### config.mk
export PLATFORM = sky130hd
export DESIGN_NAME = char_buf_ctrl_flat
export DESIGN_NICKNAME = d
export VERILOG_FILES = /design/src/rtl/char_buf_ctrl_pkg.sv /design/src/rtl/char_buf_ctrl_if.sv /design/src/rtl/char_buf_ctrl_ram.sv /design/src/rtl/char_buf_ctrl.sv /design/src/flat_wrapper.sv
export SDC_FILE = /design/constraint.sdc
export NUM_CORES = 2
export LEC_CHECK = 0
export BUFFER_PORTS_ARGS = -buffer_cell sky130_fd_sc_hd__buf_2
export CAP_MARGIN = 25
export CORE_ASPECT_RATIO = 0.5
export CORE_UTILIZATION = 45
export DETAILED_ROUTE_END_ITERATION = 7
export PLACE_DENSITY = 0.59
export SETUP_SLACK_MARGIN = 0.3
export SYNTH_ARGS = -nofsm -noshare
export SYNTH_HDL_FRONTEND = slang
export SYNTH_SLANG_ARGS = --single-unit
### constraint.sdc
create_clock -name clk -period 7 [get_ports clk]
set_clock_uncertainty 0.15 [all_clocks]
set_input_delay 0.35 -clock clk [delete_from_list [all_inputs] [get_ports clk]]
set_output_delay 0.35 -clock clk [all_outputs]
set_load 0.005 [all_outputs]
### src/rtl/char_buf_ctrl_pkg.sv
// Shared geometry constants and controller state type for the on-screen text buffer.
// The 16x16 cell grid maps straight onto an 8-bit address: {y, x}.
package vga_pkg;
  localparam int HOR_CHAR_NUMBER = 16;
  localparam int VER_CHAR_NUMBER = 16;
  localparam int CHAR_NUMBER     = HOR_CHAR_NUMBER * VER_CHAR_NUMBER;
  localparam int CHAR_CODE_W     = 7;
  localparam int CHAR_ADDR_W     = 8;

  typedef enum logic [1:0] {
    CLEAR,
    IDLE,
    WRITE
  } char_buf_state_t;
endpackage

### src/rtl/char_buf_ctrl_if.sv
// Bus bundle between the text buffer and its users: draw-side read port,
// shared requester write port and the clear control/status lines.
interface char_buf_ctrl_if #(
  parameter int N_REQ = 2
);
  import vga_pkg::*;

  logic [CHAR_ADDR_W-1:0]       char_xy;
  logic [CHAR_CODE_W-1:0]       char_code;
  logic [N_REQ-1:0]             wr_req;
  logic [N_REQ*CHAR_ADDR_W-1:0] wr_addr;
  logic [N_REQ*CHAR_CODE_W-1:0] wr_data;
  logic [N_REQ-1:0]             wr_ack;
  logic                         clear_req;
  logic                         busy;
  logic                         clear_done;

  modport master (
    output char_xy, wr_req, wr_addr, wr_data, clear_req,
    input  char_code, wr_ack, busy, clear_done
  );

  modport slave (
    input  char_xy, wr_req, wr_addr, wr_data, clear_req,
    output char_code, wr_ack, busy, clear_done
  );
endinterface

### src/rtl/char_buf_ctrl_ram.sv
// 256x7 simple dual-port RAM: synchronous write, registered read returning
// the pre-write contents when both ports hit the same cell.
module char_ram_16x16
  import vga_pkg::*;
(
  input  logic                   clk,
  input  logic                   rst_n,
  input  logic                   i_we,
  input  logic [CHAR_ADDR_W-1:0] i_waddr,
  input  logic [CHAR_CODE_W-1:0] i_wdata,
  input  logic [CHAR_ADDR_W-1:0] i_raddr,
  output logic [CHAR_CODE_W-1:0] o_rdata
);
  logic [CHAR_CODE_W-1:0] r_mem [CHAR_NUMBER];
  logic [CHAR_CODE_W-1:0] r_rdata;

  always_ff @(posedge clk) begin
    if (i_we) begin
      r_mem[i_waddr] <= i_wdata;
    end
  end

  // Only the output register is reset; array contents stay un-reset for BRAM inference.
  always_ff @(posedge clk) begin
    if (!rst_n) begin
      r_rdata <= '0;
    end else begin
      r_rdata <= r_mem[i_raddr];
    end
  end

  assign o_rdata = r_rdata;
endmodule

### src/rtl/char_buf_ctrl.sv
// Writable text buffer controller: clear sequencer, round-robin write arbiter
// and the RAM holding the character codes read by the draw pipeline.
module char_buf_ctrl
  import vga_pkg::*;
#(
  parameter int                     N_REQ      = 2,
  parameter logic [CHAR_CODE_W-1:0] CLEAR_CHAR = 7'h20
)(
  input  logic            clk,
  input  logic            rst_n,
  char_buf_ctrl_if.slave  bus
);
  localparam int GW = (N_REQ > 1) ? $clog2(N_REQ) : 1;

  char_buf_state_t        r_state;
  char_buf_state_t        w_state_next;
  logic [CHAR_ADDR_W-1:0] r_clr_cnt;
  logic [GW-1:0]          r_last_grant;
  logic                   r_clr_pend;
  logic [N_REQ-1:0]       r_wr_ack;
  logic                   r_clear_done;
  logic [CHAR_ADDR_W-1:0] r_wr_addr;
  logic [CHAR_CODE_W-1:0] r_wr_data;

  logic [GW-1:0]          w_winner;
  logic [GW-1:0]          w_idx;
  logic                   w_any_req;
  logic                   w_grant;
  logic                   w_we;
  logic [CHAR_ADDR_W-1:0] w_waddr;
  logic [CHAR_CODE_W-1:0] w_wdata;
  logic [CHAR_ADDR_W-1:0] w_req_addr [N_REQ];
  logic [CHAR_CODE_W-1:0] w_req_data [N_REQ];

  for (genvar gi = 0; gi < N_REQ; gi++) begin : g_unpack
    assign w_req_addr[gi] = bus.wr_addr[gi*CHAR_ADDR_W +: CHAR_ADDR_W];
    assign w_req_data[gi] = bus.wr_data[gi*CHAR_CODE_W +: CHAR_CODE_W];
  end

  // Scan starts one past the last winner, so every requester is reached within N_REQ grants.
  always_comb begin
    w_any_req = 1'b0;
    w_winner  = r_last_grant;
    w_idx     = '0;
    for (int k = 1; k <= N_REQ; k++) begin
      w_idx = GW'((int'(r_last_grant) + k) % N_REQ);
      if (!w_any_req && bus.wr_req[w_idx]) begin
        w_any_req = 1'b1;
        w_winner  = w_idx;
      end
    end
  end

  always_comb begin
    w_state_next = r_state;
    w_grant      = 1'b0;
    w_we         = 1'b0;
    w_waddr      = r_clr_cnt;
    w_wdata      = CLEAR_CHAR;
    case (r_state)
      CLEAR: begin
        w_we = 1'b1;
        if (r_clr_cnt == CHAR_ADDR_W'(CHAR_NUMBER - 1)) begin
          w_state_next = IDLE;
        end
      end
      IDLE: begin
        if (r_clr_pend || bus.clear_req) begin
          w_state_next = CLEAR;
        end else if (w_any_req) begin
          w_grant      = 1'b1;
          w_state_next = WRITE;
        end
      end
      WRITE: begin
        w_we         = 1'b1;
        w_waddr      = r_wr_addr;
        w_wdata      = r_wr_data;
        w_state_next = IDLE;
      end
      default: w_state_next = CLEAR;
    endcase
  end

  always_ff @(posedge clk) begin
    if (!rst_n) begin
      r_state      <= CLEAR;
      r_clr_cnt    <= '0;
      r_last_grant <= GW'(N_REQ - 1);
      r_clr_pend   <= 1'b0;
      r_wr_ack     <= '0;
      r_clear_done <= 1'b0;
    end else begin
      r_state      <= w_state_next;
      r_clear_done <= (r_state == CLEAR) && (r_clr_cnt == CHAR_ADDR_W'(CHAR_NUMBER - 1));
      if (r_state == CLEAR) begin
        r_clr_cnt <= r_clr_cnt + 1'b1;
      end
      // A clear arriving mid-write is remembered and served once the write has landed.
      if (r_state == WRITE && bus.clear_req) begin
        r_clr_pend <= 1'b1;
      end else if (r_state == IDLE && w_state_next == CLEAR) begin
        r_clr_pend <= 1'b0;
      end
      r_wr_ack <= '0;
      if (w_grant) begin
        r_wr_ack[w_winner] <= 1'b1;
        r_last_grant       <= w_winner;
      end
    end
  end

  always_ff @(posedge clk) begin
    if (w_grant) begin
      r_wr_addr <= w_req_addr[w_winner];
      r_wr_data <= w_req_data[w_winner];
    end
  end

  char_ram_16x16 u_ram (
    .clk     (clk),
    .rst_n   (rst_n),
    .i_we    (w_we),
    .i_waddr (w_waddr),
    .i_wdata (w_wdata),
    .i_raddr (bus.char_xy),
    .o_rdata (bus.char_code)
  );

  assign bus.busy       = (r_state == CLEAR);
  assign bus.wr_ack     = r_wr_ack;
  assign bus.clear_done = r_clear_done;
endmodule
### src/flat_wrapper.sv
// flat-port wrapper written by rule: the top's interface ports become plain ports
module char_buf_ctrl_flat import vga_pkg::*;
#(
  parameter int                     N_REQ      = 2,
  parameter logic [CHAR_CODE_W-1:0] CLEAR_CHAR = 7'h20
)
  (clk, rst_n, bus_char_xy, bus_wr_req, bus_wr_addr, bus_wr_data, bus_clear_req, bus_char_code, bus_wr_ack, bus_busy, bus_clear_done);
  char_buf_ctrl_if #(.N_REQ(N_REQ)) bus_i ();
  input  logic clk;
  input  logic rst_n;
  input wire logic [$bits(bus_i.char_xy)-1:0] bus_char_xy;
  input wire logic [$bits(bus_i.wr_req)-1:0] bus_wr_req;
  input wire logic [$bits(bus_i.wr_addr)-1:0] bus_wr_addr;
  input wire logic [$bits(bus_i.wr_data)-1:0] bus_wr_data;
  input wire logic [$bits(bus_i.clear_req)-1:0] bus_clear_req;
  output wire logic [$bits(bus_i.char_code)-1:0] bus_char_code;
  output wire logic [$bits(bus_i.wr_ack)-1:0] bus_wr_ack;
  output wire logic [$bits(bus_i.busy)-1:0] bus_busy;
  output wire logic [$bits(bus_i.clear_done)-1:0] bus_clear_done;
  assign bus_i.char_xy = bus_char_xy;
  assign bus_i.wr_req = bus_wr_req;
  assign bus_i.wr_addr = bus_wr_addr;
  assign bus_i.wr_data = bus_wr_data;
  assign bus_i.clear_req = bus_clear_req;
  assign bus_char_code = bus_i.char_code;
  assign bus_wr_ack = bus_i.wr_ack;
  assign bus_busy = bus_i.busy;
  assign bus_clear_done = bus_i.clear_done;
  char_buf_ctrl #(.N_REQ(N_REQ), .CLEAR_CHAR(CLEAR_CHAR)) u_core (.clk(clk), .rst_n(rst_n), .bus(bus_i));
endmodule
==> metrics.md <==
| Metric | Value |
|---|---|
| Status | `finished, violations left` |
| Failing checks | `DRC` |
| Post-synth EDFFs | `between 1,500 and 2,000` |
| H-Tree Depth | `4` |
| Leakage power | `roughly 23 nW` |
| Unrepaired setup endpoints after global routing | `no` |
| DR vias | `about 37,000` |
| Final WL | `roughly 190,000 um` |
| Crit path cell chain | `inv_1 -> nor2_2 -> buf_4 -> nand2_1 -> o31ai_1 -> nand2_2 -> nor2_1` |
| Vias in the first global route | `36,315` |
| Clk buf depth | `3` |
| Period utilization | `between 50 and 60%` |
| CP top delay family | `simple AND/OR/NAND/NOR gates` |
| Crit-path max FO | `21` |
| Total Routing Usage GR | `around a quarter` |
| Max VDD drop | `0.000203 V` |
| Placed Instance Area | `74,000 um2` |
| Buf/Inv on CP | `2` |
| Worst-Skew Late Latency | `about 0.80 ns` |
| Sequential cell area fraction in the yosys report | `between 70% and 80%` |
| Pins Over Slew Limit | `0` |
| Setup CP Type | `flop to flop` |
| Slowest CP cell | `nor2_1` |
| Met3 GRT Util | `approximately 7.2%` |
| Setup TNS | `0 ns` |
| Io pins | `54` |
| Clk pin slew, worst setup/hold paths | `roughly 0.060 ns` |
| Input/output buffers | `53` |
| Initial Util | `a little under half` |
| Slew at the pin with the worst max-slew slack | `about 1.2 ns` |
| TritonCTS Buffers | `about 160` |
| CTS tree | `done` |
| Grt peak-use layer | `met2` |
| Layout Area Growth over Synthesis | `10.8%` |
| Crit path setup slack, layout | `between 2 and 3 ns` |
| Worst setup SP type | `flop` |
| Die Ht | `around 280 um` |
| Dpl hpwl | `114,000 um` |
| Max Clock Freq | `about 0.24 GHz` |
| Max cap viols | `0` |
| Asr flop ratio synth | `0%` |
| Post-DR wirelength/cell | `between 30 and 40 um` |
| Final setup viols | `0` |
| Initial drt markers | `roughly 5,000` |
| Largest net degree at the start of global routing | `193` |
| Core Region | `158,000 um2` |
| Clk sinks | `between 1,500 and 2,000` |
| Fin area | `~80,000 um2` |
| GRT met1 Usage | `between 30% and 40%` |
| Synth Flop Type | `edfxtp_1` |
| Data arrival time of the worst path | `~4.5 ns` |
| Library cells used by synthesis | `65` |
| Grt ovf | `0` |
| Final min period | `roughly 4.2 ns` |
| CTS root buf | `clkbuf_16` |
| YS warnings | `0` |
| Worst hold path type | `input pin to flop` |
| Routed vias/inst | `6.20` |
| Pre-CTS WS | `~2.7 ns` |
| CP Capture Type | `flop` |
| Synth Area per Inst | `20.2 um2` |
| # Post-CTS Setup Buffers | `0` |
| Max incr delay on CP | `between 0.8 and 0.9 ns` |
| Cell Pwr Density | `about 270 nW/um2` |
| Routability cong. | `slightly below 0.9` |
| Width of the die | `567 um` |
| Final Non-Filler Cells | `5,902` |
| Mapped Nets | `3,588` |
| Layout cells sized above 1 | `between 10% and 20%` |
| Final hold vios | `0` |
| Worst path required time | `approximately 7.3 ns` |
| Synthesized area | `~72,000 um2` |
| Post-Synthesis Cells | `3,544` |
| First-pass GRT wire length | `267,000 um` |
| DR pass1 iterations | `8` |
| Full die area | `161,000 um2` |
| Routed Antenna Nets | `0` |
| Row cnt | `around 100` |
| Final net count | `between 3,000 and 4,000` |
| GR Util met2 | `about a third` |
| Placed insts | `approximately 5,600` |
| Register bit total from synthesis | `approximately 1,800` |
| Max-slew headroom | `23.2%` |
| Fin util | `approximately half` |
| Residual DRC | `2` |
| Initial antenna violation count | `13` |
==> routing by layer <==
metal	routed length, um	vias up
li1	-	14971
met1	78500	19399
met2	84600	1945
met3	20800	278
met4	4300	4
met5	168	-
==> registers in the layout, summed over array words and instances (netlist names), 2 cells and up <==
register and count:
u_core.r_state 2, u_core.u_ram.o_rdata 7, u_core.bus.wr_ack 2, u_core.r_wr_addr 8
u_core.r_clr_cnt 8, u_core.r_wr_data 7, u_core.u_ram.r_mem 1792
==> final cells by class <==
cell class,instances,area [um2]
multi-input cells,1497,15700
inverters,9,37.5
clock buffers,205,4310
repair buffers,167,1430
fillers,12643,78500
flip-flops and latches,1829,54700
well taps,2100,2630
diodes,2,5.00
clock inverters,93,691
==> cell usage in the layout (no fill, tap or decap), types with 5 or more instances in the layout <==
| cell | instances |
|---|---|
| o221ai_1 | 88 |
| clkinv_2 | 28 |
| a22o_1 | 5 |
| buf_4 | 62 |
| clkinv_1 | 39 |
| o22ai_1 | 50 |
| nor4_1 | 9 |
| clkbuf_1 | 37 |
| nand2b_1 | 8 |
| nand3_1 | 33 |
| nand2_2 | 9 |
| a22oi_1 | 41 |
| mux4_2 | 337 |
| mux2_2 | 19 |
| a21oi_1 | 61 |
| dfxtp_1 | 22 |
| inv_1 | 6 |
| nand2_1 | 84 |
| nand4_1 | 10 |
| edfxtp_1 | 1807 |
| buf_12 | 14 |
| clkbuf_16 | 165 |
| mux4_1 | 32 |
| nor3_1 | 22 |
| and2_1 | 6 |
| a221oi_1 | 6 |
| o21ai_0 | 69 |
| o31ai_1 | 5 |
| a2111oi_0 | 6 |
| clkinvlp_4 | 5 |
| dlygate4sd3_1 | 36 |
| bufinv_16 | 7 |
| a31oi_1 | 7 |
| and3_1 | 7 |
| mux2i_1 | 209 |
| nand3b_1 | 7 |
| and2_4 | 6 |
| nor2_1 | 304 |
| buf_2 | 50 |
| inv_6 | 8 |
==> power breakdown <==
part / internal [W] / leakage (nW) / total [W] / switching, W
clock: 0.00464 / 2.44 / 0.00863 / 0.00399
combinational: 0.000280 / 5.44 / 0.000795 / 0.000515
sequential: 0.0119 / 14.7 / 0.0119 / 0.0000110
total: 0.0168 / 22.6 / 0.0213 / 0.00451
==> what timing repair did <==
action	4_1_cts	5_1_grt
endpoints found under the hold margin	36	0
hold buffers	36	0
gates resized for setup	0	0
==> cell usage after synthesis, types with 4 or more instances <==
master | instances | area [um2]
o21ai_0 | 69 | 345
o2111ai_1 | 4 | 35.0
buf_12 | 6 | 120
buf_4 | 18 | 135
mux2_2 | 19 | 214
a22oi_1 | 41 | 308
nor2_1 | 309 | 1160
nand2b_1 | 9 | 56.3
nand3b_1 | 7 | 52.6
clkbuf_1 | 87 | 327
nand3_1 | 33 | 165
nor4_1 | 10 | 62.6
a21oi_1 | 61 | 305
a31oi_1 | 7 | 43.8
nor3_1 | 23 | 115
buf_8 | 18 | 270
mux2i_1 | 209 | 2090
a221oi_1 | 6 | 52.6
and3_1 | 7 | 43.8
and2_1 | 12 | 75.1
nand2_1 | 94 | 353
xor2_1 | 4 | 35.0
a22o_1 | 5 | 43.8
or3_1 | 4 | 25.0
inv_1 | 8 | 30.0
mux4_2 | 337 | 7590
buf_2 | 36 | 180
edfxtp_1 | 1807 | 54300
buf_6 | 31 | 349
o22ai_1 | 50 | 313
nand4_1 | 10 | 62.6
a2111oi_0 | 6 | 52.6
buf_1 | 9 | 33.8
o31ai_1 | 6 | 45.0
dfxtp_1 | 22 | 440
o221ai_1 | 88 | 771
mux4_1 | 32 | 841
==> tightest hold or removal path, delay by kind of cell <==
family | cells | cell delay, ns
simple gates | 1 | 0.23
compound gates | 2 | 0.28
buf+inv | 1 | 0.18
==> worst paths after layout <==
check / endpoint / cells after the start / startpoint / slack [ns]
min reg2reg: u_core.r_clr_cnt[1] / 2 / u_core.r_clr_cnt[1] / 0.43
min: u_core.u_ram.o_rdata[2] / 4 / bus_char_xy[7] / 0.15
max reg2reg: u_core.u_ram.r_mem[16][3] / 7 / u_core.r_state[1] / 2.81
max: u_core.u_ram.r_mem[16][3] / 7 / u_core.r_state[1] / 2.81
==> logic make-up (layout without fill, tap and decap cells) <==
| kind of cell | count (synthesis) | after routing | synth area share, % |
|---|---|---|---|
| multiplexers | 597 | 597 | 15.0 |
| flip-flops | 1829 | 1829 | 76.3 |
| adder cells (fa/ha/maj) | 1 | 1 | 0.0174 |
| XOR/XNOR | 7 | 7 | 0.0855 |
| buffers and inverters | 218 | 474 | 2.07 |
| AND/OR/NAND/NOR | 529 | 529 | 3.15 |
| other | 0 | 2 | 0 |
| AO/OA/AOI/OAI | 363 | 363 | 3.46 |
==> stage by stage <==
step	total power, W	hold WS [ns]
after global placement	0.0129	0.347
after detailed placement	0.0129	0.381
after floorplan	0.0126	0.262
final	0.0213	0.149
after CTS	0.0214	0.0811
after global routing	0.0218	0.102
(Power assumes the default switching activity.)
